### src/rtl/sram_arb_pkg.sv
// sram_arb_pkg: shared types, default widths and helpers for the SRAM arbiter
package sram_arb_pkg;

    localparam int DATA_W_DEF   = 16;
    localparam int ADDR_W_DEF   = 14;
    localparam int SRAM_LAT_DEF = 1;

    typedef enum logic {REQ_CPU = 1'b0, REQ_LDR = 1'b1} req_id_t;

    typedef struct packed {
        logic                  we;
        logic [ADDR_W_DEF-1:0] addr;
        logic [DATA_W_DEF-1:0] wdata;
    } sram_cmd_t;

    function automatic req_id_t other_req(input req_id_t id);
        return (id == REQ_CPU) ? REQ_LDR : REQ_CPU;
    endfunction

endpackage

### src/rtl/rd_tag_pipe.sv
// rd_tag_pipe: shift register of {valid, owner} that follows each read through the SRAM latency
module rd_tag_pipe
    import sram_arb_pkg::*;
#(
    parameter int DEPTH = 1
) (
    input  logic    clk,
    input  logic    i_rst_n,
    input  logic    i_push,
    input  req_id_t i_id,
    output logic    o_valid,
    output req_id_t o_id,
    output logic    o_any
);

    logic [DEPTH-1:0] r_valid;
    req_id_t          r_id [DEPTH];

    // shift tags one stage per cycle; clearing drops every in-flight read
    always_ff @(posedge clk or negedge i_rst_n) begin
        if (!i_rst_n) begin
            r_valid <= '0;
            for (int k = 0; k < DEPTH; k++) r_id[k] <= REQ_CPU;
        end else begin
            r_valid[0] <= i_push;
            r_id[0]    <= i_id;
            for (int k = 1; k < DEPTH; k++) begin
                r_valid[k] <= r_valid[k-1];
                r_id[k]    <= r_id[k-1];
            end
        end
    end

    assign o_valid = r_valid[DEPTH-1];
    assign o_id    = r_id[DEPTH-1];
    assign o_any   = |r_valid;

endmodule

### src/rtl/sram_arbiter.sv
// sram_arbiter: round-robin CPU/loader arbiter driving a single-port synchronous SRAM
module sram_arbiter
    import sram_arb_pkg::*;
#(
    parameter int DATA_W   = DATA_W_DEF,
    parameter int ADDR_W   = ADDR_W_DEF,
    parameter int SRAM_LAT = SRAM_LAT_DEF
) (
    input  logic              clk,
    input  logic              RST_n,
    input  logic              cpu_req,
    input  logic              cpu_we,
    input  logic [ADDR_W-1:0] cpu_addr,
    input  logic [DATA_W-1:0] cpu_wdata,
    input  logic              ldr_req,
    input  logic              ldr_we,
    input  logic [ADDR_W-1:0] ldr_addr,
    input  logic [DATA_W-1:0] ldr_wdata,
    output logic              cpu_gnt,
    output logic              ldr_gnt,
    output logic              cpu_rvalid,
    output logic              ldr_rvalid,
    output logic [DATA_W-1:0] cpu_rdata,
    output logic [DATA_W-1:0] ldr_rdata,
    output logic              sram_ce,
    output logic              sram_we,
    output logic [ADDR_W-1:0] sram_addr,
    output logic [DATA_W-1:0] sram_wdata,
    input  logic [DATA_W-1:0] sram_rdata,
    output logic              busy
);

    localparam logic [0:0] ST_IDLE  = 1'b0;
    localparam logic [0:0] ST_ISSUE = 1'b1;

    logic [0:0]        r_state;
    req_id_t           r_rr;
    req_id_t           r_owner;
    logic              r_cpu_gnt;
    logic              r_ldr_gnt;
    logic              r_we;
    logic [ADDR_W-1:0] r_addr;
    logic [DATA_W-1:0] r_wdata;
    logic              r_cpu_rvalid;
    logic              r_ldr_rvalid;
    logic [DATA_W-1:0] r_cpu_rdata;
    logic [DATA_W-1:0] r_ldr_rdata;

    logic              w_cpu_elig;
    logic              w_ldr_elig;
    logic              w_issue;
    req_id_t           w_win;
    logic              w_rd_push;
    logic              w_tag_valid;
    req_id_t           w_tag_id;
    logic              w_tag_any;

    // a requester whose gnt is high is masked so a held req is not issued twice
    always_comb begin
        w_cpu_elig = cpu_req && !r_cpu_gnt;
        w_ldr_elig = ldr_req && !r_ldr_gnt;
        w_issue    = w_cpu_elig || w_ldr_elig;
        w_win      = (w_cpu_elig && w_ldr_elig) ? r_rr : (w_ldr_elig ? REQ_LDR : REQ_CPU);
    end

    // register the winning command onto the SRAM pins together with its gnt
    always_ff @(posedge clk or negedge RST_n) begin
        if (!RST_n) begin
            r_state   <= ST_IDLE;
            r_rr      <= REQ_CPU;
            r_owner   <= REQ_CPU;
            r_cpu_gnt <= 1'b0;
            r_ldr_gnt <= 1'b0;
            r_we      <= 1'b0;
            r_addr    <= '0;
            r_wdata   <= '0;
        end else begin
            r_state   <= w_issue ? ST_ISSUE : ST_IDLE;
            r_cpu_gnt <= w_issue && (w_win == REQ_CPU);
            r_ldr_gnt <= w_issue && (w_win == REQ_LDR);
            r_we      <= w_issue && ((w_win == REQ_LDR) ? ldr_we : cpu_we);
            if (w_issue) begin
                r_rr    <= other_req(w_win);
                r_owner <= w_win;
                r_addr  <= (w_win == REQ_LDR) ? ldr_addr : cpu_addr;
                r_wdata <= (w_win == REQ_LDR) ? ldr_wdata : cpu_wdata;
            end
        end
    end

    assign w_rd_push = (r_state == ST_ISSUE) && !r_we;

    rd_tag_pipe #(
        .DEPTH(SRAM_LAT)
    ) u_tag_pipe (
        .clk    (clk),
        .i_rst_n(RST_n),
        .i_push (w_rd_push),
        .i_id   (r_owner),
        .o_valid(w_tag_valid),
        .o_id   (w_tag_id),
        .o_any  (w_tag_any)
    );

    // capture returning read data into the owning port when its tag emerges
    always_ff @(posedge clk or negedge RST_n) begin
        if (!RST_n) begin
            r_cpu_rvalid <= 1'b0;
            r_ldr_rvalid <= 1'b0;
            r_cpu_rdata  <= '0;
            r_ldr_rdata  <= '0;
        end else begin
            r_cpu_rvalid <= w_tag_valid && (w_tag_id == REQ_CPU);
            r_ldr_rvalid <= w_tag_valid && (w_tag_id == REQ_LDR);
            if (w_tag_valid && (w_tag_id == REQ_CPU)) r_cpu_rdata <= sram_rdata;
            if (w_tag_valid && (w_tag_id == REQ_LDR)) r_ldr_rdata <= sram_rdata;
        end
    end

    assign cpu_gnt    = r_cpu_gnt;
    assign ldr_gnt    = r_ldr_gnt;
    assign cpu_rvalid = r_cpu_rvalid;
    assign ldr_rvalid = r_ldr_rvalid;
    assign cpu_rdata  = r_cpu_rdata;
    assign ldr_rdata  = r_ldr_rdata;
    assign sram_ce    = (r_state == ST_ISSUE);
    assign sram_we    = r_we;
    assign sram_addr  = r_addr;
    assign sram_wdata = r_wdata;
    assign busy       = sram_ce || w_tag_any;

endmodule

### config.mk
export PLATFORM = sky130hd
export DESIGN_NAME = sram_arbiter
export DESIGN_NICKNAME = d
export VERILOG_FILES = /design/src/rtl/sram_arb_pkg.sv /design/src/rtl/rd_tag_pipe.sv /design/src/rtl/sram_arbiter.sv
export SDC_FILE = /design/constraint.sdc
export NUM_CORES = 1
export LEC_CHECK = 0
export ABC_AREA = 1
export BUFFER_PORTS_ARGS = -buffer_cell sky130_fd_sc_hd__buf_4
export CORE_MARGIN = 3
export CORE_UTILIZATION = 46
export DETAILED_ROUTE_END_ITERATION = 10
export PLACE_DENSITY = 0.79
export SYNTH_ARGS = -nofsm -noshare
export SYNTH_HDL_FRONTEND = slang
export SYNTH_SLANG_ARGS = --single-unit
### constraint.sdc
create_clock -name clk -period 1.4 [get_ports clk]
set_input_delay 0.07 -clock clk [delete_from_list [all_inputs] [get_ports clk]]
set_output_delay 0.07 -clock clk [all_outputs]
set_load 0.02 [all_outputs]
# Yosys cells after proc, flatten, opt, wreduce, memory -nomap -nowiden
# Index checks and enable logic that the tools add are counted.
dict set report op_classes {
  add_sub_neg 0
  shift 0
  mux 7
  mul 0
  reduce_logical 14
  magnitude_cmp 0
  bitwise 2
  eq_ne 0
  div 0
}
# op n
set op_table {}
lappend op_table {{2-to-1 mux 16 bit} 1}
lappend op_table {{2-to-1 mux 14 bit} 1}
lappend op_table {{logical AND 1 bit} 9}
lappend op_table {{2-to-1 mux 1 bit} 5}
lappend op_table {{logical NOT 1 bit} 3}
lappend op_table {{logical OR 1 bit} 2}
lappend op_table {{NOT 1 bit} 2}
dict set report totals {
  out_inout_bits 69
  romBits 0
  in_bits 82
  wordCells 37
  register_bits 72
  latch_bits 0
  ram_bits 0
  mem_count 0
}

# Logic depth before layout (Yosys ltp)
dict set report logic_depth {
  ltp_word 6
  mapped_depth 7
}

# By module
# A second synthesis with hierarchy kept.
dict set report unflattened {
  hier_cells 381
  hier_area_um2 3156.8
}
# mod seq_area_each_um2 instances area_per_inst_um2 cells_per_inst
set by_module_without_submodules {}
lappend by_module_without_submodules {sram_arbiter 1751.7 1 3099.2 378}
lappend by_module_without_submodules {rd_tag_pipe 50.0 1 57.6 3}

# Least setup slack after synthesis
# No wires, ideal clock.
dict set report synth_timing {
  kind {register -> register}
  from {reg r_cpu_gnt (netlist: cpu_gnt)}
  to {reg r_addr[0] (netlist: sram_addr[0])}
  path_slack_ps 236
  arrival_ps 1099
  path_stages_with_launch 7
  required_time_ps 1335
  n_path_buf 1
  path_cell_list {dfrtp_1 inv_1 nand2_1 a21oi_4 buf_4 nand2_1 nand2_1}
}
dict set report synth_via {
  elab_chain_len 5
  word_cells_on_any_way 6
}
# element line
set synth_lines {}
lappend synth_lines {{start, declared} sram_arbiter.sv:39} ;# logic r_cpu_gnt;
lappend synth_lines {{start signal, assigned} sram_arbiter.sv:79} ;# r_cpu_gnt <= w_issue && (w_win == REQ_CPU);
lappend synth_lines {{logical NOT 1 bit (*)} sram_arbiter.sv:60} ;# w_cpu_elig = cpu_req && !r_cpu_gnt;
lappend synth_lines {{logical AND 1 bit (*)} sram_arbiter.sv:60}
lappend synth_lines {{logical AND 1 bit} sram_arbiter.sv:63} ;# w_win = (w_cpu_elig && w_ldr_elig) ? r_rr : (w_ldr_elig ? REQ_LDR : REQ_CPU);
lappend synth_lines {{2-to-1 mux 1 bit} sram_arbiter.sv:63}
lappend synth_lines {{2-to-1 mux 14 bit} sram_arbiter.sv:85} ;# r_addr <= (w_win == REQ_LDR) ? ldr_addr : cpu_addr;
lappend synth_lines {{end signal, assigned} sram_arbiter.sv:85}
lappend synth_lines {{end, declared} sram_arbiter.sv:42} ;# logic [ADDR_W-1:0] r_addr;
# Mark *: on every way between the ends. The rest lies on a longest branch, timed or not.
# A chain may end at the register's enable or synchronous reset.

# Worst setup path after layout
dict set report layout_timing {
  from {reg r_cpu_gnt (netlist: cpu_gnt)}
  to {reg r_wdata[15] (netlist: sram_wdata[15])}
}
dict set report layout_via {
  elab_chain_len 5
  word_cells_on_any_way 6
}
# element line
set layout_lines {}
lappend layout_lines {{logical NOT 1 bit (*)} sram_arbiter.sv:60}
lappend layout_lines {{logical AND 1 bit (*)} sram_arbiter.sv:60}
lappend layout_lines {{logical AND 1 bit} sram_arbiter.sv:63}
lappend layout_lines {{2-to-1 mux 1 bit} sram_arbiter.sv:63}
lappend layout_lines {{2-to-1 mux 16 bit} sram_arbiter.sv:86} ;# r_wdata <= (w_win == REQ_LDR) ? ldr_wdata : cpu_wdata;
lappend layout_lines {{end signal, assigned} sram_arbiter.sv:86}
lappend layout_lines {{end, declared} sram_arbiter.sv:43} ;# logic [DATA_W-1:0] r_wdata;
# Marks and branches as above.

==> results.rst <==
.. list-table::
   :header-rows: 1

   * - Metric
     - Value
   * - Via density per instance
     - 4.86
   * - Die extent in y
     - 89.4 um
   * - Area of the die
     - 7990 sq um
   * - Clock sinks
     - 72
   * - WL per Instance
     - between 10 and 15 um
   * - Grt ovf
     - 0
   * - Max Clock Skew
     - approximately 0.0083 ns
   * - Max-cap viol count
     - 0
   * - Arr. time, crit path
     - 1.46 ns
   * - M1 WL
     - 3770 um
   * - Number of violations reported at the end of detailed-routing iteration 0
     - between 100 and 150
   * - Number of placed I/O pins
     - approximately 150
   * - CTS root buffer
     - clkbuf_8
   * - Cell accounting for the most synthesized area
     - dfrtp_1
   * - Layout cell share with drive strength beyond 1
     - between 30% and 40%
   * - Startpoint types
     - flop
   * - Largest delay share family, worst path
     - flip-flops
   * - Critical R2R Capture
     - sram_wdata[15]$_DFFE_PN0N_
   * - Number of endpoints with negative hold slack in the final report
     - 0
   * - # nets final
     - between 600 and 700
   * - Category of the worst setup path capture point
     - flop
   * - Count of buffer and inverter cells on the critical path
     - 3
   * - Detail Placement HPWL
     - 6170 um
   * - Horizontal extent of the die
     - between 80 and 90 um
   * - Highest signal layer in the routed design
     - met4
   * - Final critical-path setup slack
     - ~0.16 ns
   * - Count of H-tree levels built during CTS
     - 3
   * - Worst reg2reg path startpoint
     - cpu_gnt$_DFF_PN0_
   * - Depth of the critical timing path with buffers and inverters included
     - 7
   * - Peak clock frequency supported by timing
     - just over 800 MHz
   * - Filler cell count
     - between 400 and 500
   * - Synth top area share
     - between 50% and 60%
   * - Share of the clock period used by the worst path after layout
     - slightly below 90%
   * - Critical-path maximum fanout
     - 16
   * - Synth Warn #
     - 0
   * - Static leakage
     - 2.82 nW
   * - Tmin final
     - 1.24 ns
   * - Sequential-to-total area share from yosys stat
     - 56.3%
   * - Total length of routed met3 wires
     - 786 um
   * - Area Overhead vs Synth
     - 58.2%
   * - Outcome
     - complete, no violations
   * - Number of buffers inserted during clock tree synthesis
     - 9
   * - Synth unique cells
     - 16
   * - GRT Util Overall
     - 23.7%
   * - Cell types with the largest area share after synthesis
     - dfrtp_1 56%, nand2_1 15%, nand3_1 9.4%
   * - Number of antenna violations at the first check in global routing
     - 0
   * - Floorplan row count
     - 29
   * - Multi-input combinational cell area
     - about 1100 sq um
   * - Wire length of the first global-routing pass
     - around 15000 um
   * - Clock-pin slew on the worst setup and hold paths
     - approximately 0.07 ns
   * - Final count of pins violating max slew
     - 0
   * - Share of async-settable or async-resettable flops after synthesis
     - 100%
   * - Mapped Area
     - approximately 3200 sq um
   * - Worst-path cell with the longest stage delay
     - dfrtp_1
   * - Max Root-Sink Buffers
     - 2
   * - Core Box Area
     - approximately 6500 sq um
   * - Number of antenna-violating nets in the routed design
     - 0
   * - Cell repeated most along the worst path
     - nand2_1
   * - Crit path required time
     - 1.62 ns
   * - Most common cell in the synthesized netlist
     - nand2_1
   * - Critical setup path kind
     - flop to flop
   * - Sequential cell area
     - 1800 sq um
   * - Clock latency of the later-clocked register in the worst-skew pair
     - 0.33 ns
   * - Slew @ Worst Pin
     - between 0.3 and 0.4 ns
   * - RSZ-0062 raised after global routing
     - false
   * - Maximum vdd ir drop
     - about 1 mV
   * - TritonRoute pass-1 iters
     - 4
   * - Setup repair bufs after CTS
     - 0
   * - #FFs+latches synth
     - 72
   * - Final number of setup-violating endpoints
     - 0
   * - Endpoint of the worst setup timing path
     - sram_wdata[15]$_DFFE_PN0N_
   * - Met2 layer wire length in the routed design
     - about 4400 um
   * - Vias in the first global route
     - approximately 3200
   * - Buffers on Ports
     - 150
   * - Max-slew headroom
     - approximately 74%
   * - Areal power density over the cells
     - 1760 nW/um^2
   * - Ranking of synthesized cells by instance count
     - 131 x nand2_1, 72 x dfrtp_1, 60 x nand3_1, 55 x inv_1, 17 x o21ai_0
   * - Via count of the routed design
     - 3177
   * - Cell Chain, Critical Path
     - inv_1 > nand2_1 > buf_4 > nand3_1 > nand2_1 > inv_1 > nand2_1
   * - Routability-driven placement congestion ratio
     - about 0.76
   * - Startpoint of the most critical setup path
     - cpu_gnt$_DFF_PN0_
   * - Syn avg cell area
     - 8.42 sq um
   * - Number of enable-type register cells in the synthesized netlist
     - 0
   * - Place WS
     - 0.149 ns
   * - Initial core utilization
     - 49.0%
   * - TritonCTS clock tree
     - done
   * - Total negative slack
     - 0 ns
   * - Synthesized Nets
     - about 460
   * - Antenna diode count
     - 0
   * - FF-to-FF path depth
     - 7
   * - Internal reg-to-reg setup slack
     - around 0.16 ns
   * - Final wirelength
     - slightly above 9000 um
   * - Largest net degree at the start of global routing
     - 46
   * - Path category of the worst min-delay check
     - input pin to flop
   * - Number of design rule violations left after detail routing
     - 0
   * - Largest stage delay, worst path
     - 0.38 ns
   * - Most frequently used flop master after synthesis
     - dfrtp_1
   * - Synth Instances
     - between 300 and 400
worst min-delay path, cell delays in order:
cell     delay [ns]
buf_4          0.08
inv_1          0.05
o21ai_2        0.12
cells by family (layout without fill, tap and decap cells):
kind of cell	after synthesis	after routing	synth area share, %
AND/OR/NAND/NOR	197	197	26.0
flip-flops	72	72	56.3
AO/OA/AOI/OAI	34	34	7.08
buffers and inverters	77	274	10.6
flip-flops by register name, indices dropped and copies added, names as in the netlist, 14 cells and up:
name	count
cpu_rdata	16
ldr_rdata	16
sram_addr	14
sram_wdata	16
layout make-up:
| type | count | area share, % |
|---|---|---|
| Clock buffer | 12 | 3.07 |
| Clock inverter | 3 | 1.29 |
| Inverter | 55 | 4.08 |
| Multi-Input combinational cell | 231 | 20.9 |
| Sequential cell | 72 | 35.6 |
| Tap cell | 77 | 1.90 |
| Timing Repair Buffer | 204 | 33.2 |
power breakdown:
group          internal (W)  total (W)  switching (W)
registers           0.00283    0.00329       0.000457
logic               0.00166    0.00384        0.00218
clock network       0.00109    0.00181       0.000716
total               0.00558    0.00893        0.00335
repair_timing:
action,4_1_cts,5_1_grt
setup endpoints to repair,0,1
hold buffers,42,0
hold endpoints to repair,67,0
gates resized for setup,0,1
cells in the final DEF, fill, tap and decap left out:
cell           count
a21oi_4            1
buf_12             3
buf_4            158
buf_6              1
bufinv_16          2
clkbuf_1           1
clkbuf_8          11
clkinv_2           1
dfrtp_1           72
dlygate4sd3_1     42
inv_1             55
nand2_1          131
nand3_1           60
nand3_2            1
nor2_1             3
nor2_4             1
o21ai_0           17
o21ai_1            4
o21ai_2           12
or2_1              1
worst min path at each step:
stage                        startpoint                         end  slack, ns  depth (start not counted)
after floorplan                   RST_n           cpu_gnt$_DFF_PN0_      -0.23                          0
after global placement            RST_n  sram_wdata[14]$_DFFE_PN0N_       0.02                          1
after detailed placement          RST_n  sram_wdata[14]$_DFFE_PN0N_       0.02                          1
after CTS                 sram_rdata[2]    cpu_rdata[2]$_DFFE_PN0P_     0.0006                          3
after global routing      sram_rdata[1]    cpu_rdata[1]$_DFFE_PN0P_      0.005                          3
final                     sram_rdata[5]    cpu_rdata[5]$_DFFE_PN0P_       0.02                          3
stage by stage:
stage          cells  utilization, %  cell area (sq um)  hold slack, ns  total power [W]
4_1_cts          654            77.4               5060        0.000571          0.00897
5_1_grt          654            77.5               5060         0.00516          0.00950
3_3_place_gp     597            67.6               4420          0.0163          0.00695
2_1_floorplan    380               -               3200          -0.226          0.00532
6_report         654            77.5               5060          0.0154          0.00893
3_5_place_dp     597            67.6               4420          0.0235          0.00705
metal layers:
metal  global-route usage (%)  vias to the layer above
li1                         -                     1553
met1                     30.2                     1444
met2                     37.8                      160
met3                     5.53                       20
met4                     12.2                        0
met5                        0                        -
No activity file was read; power rests on OpenSTA's default activity.
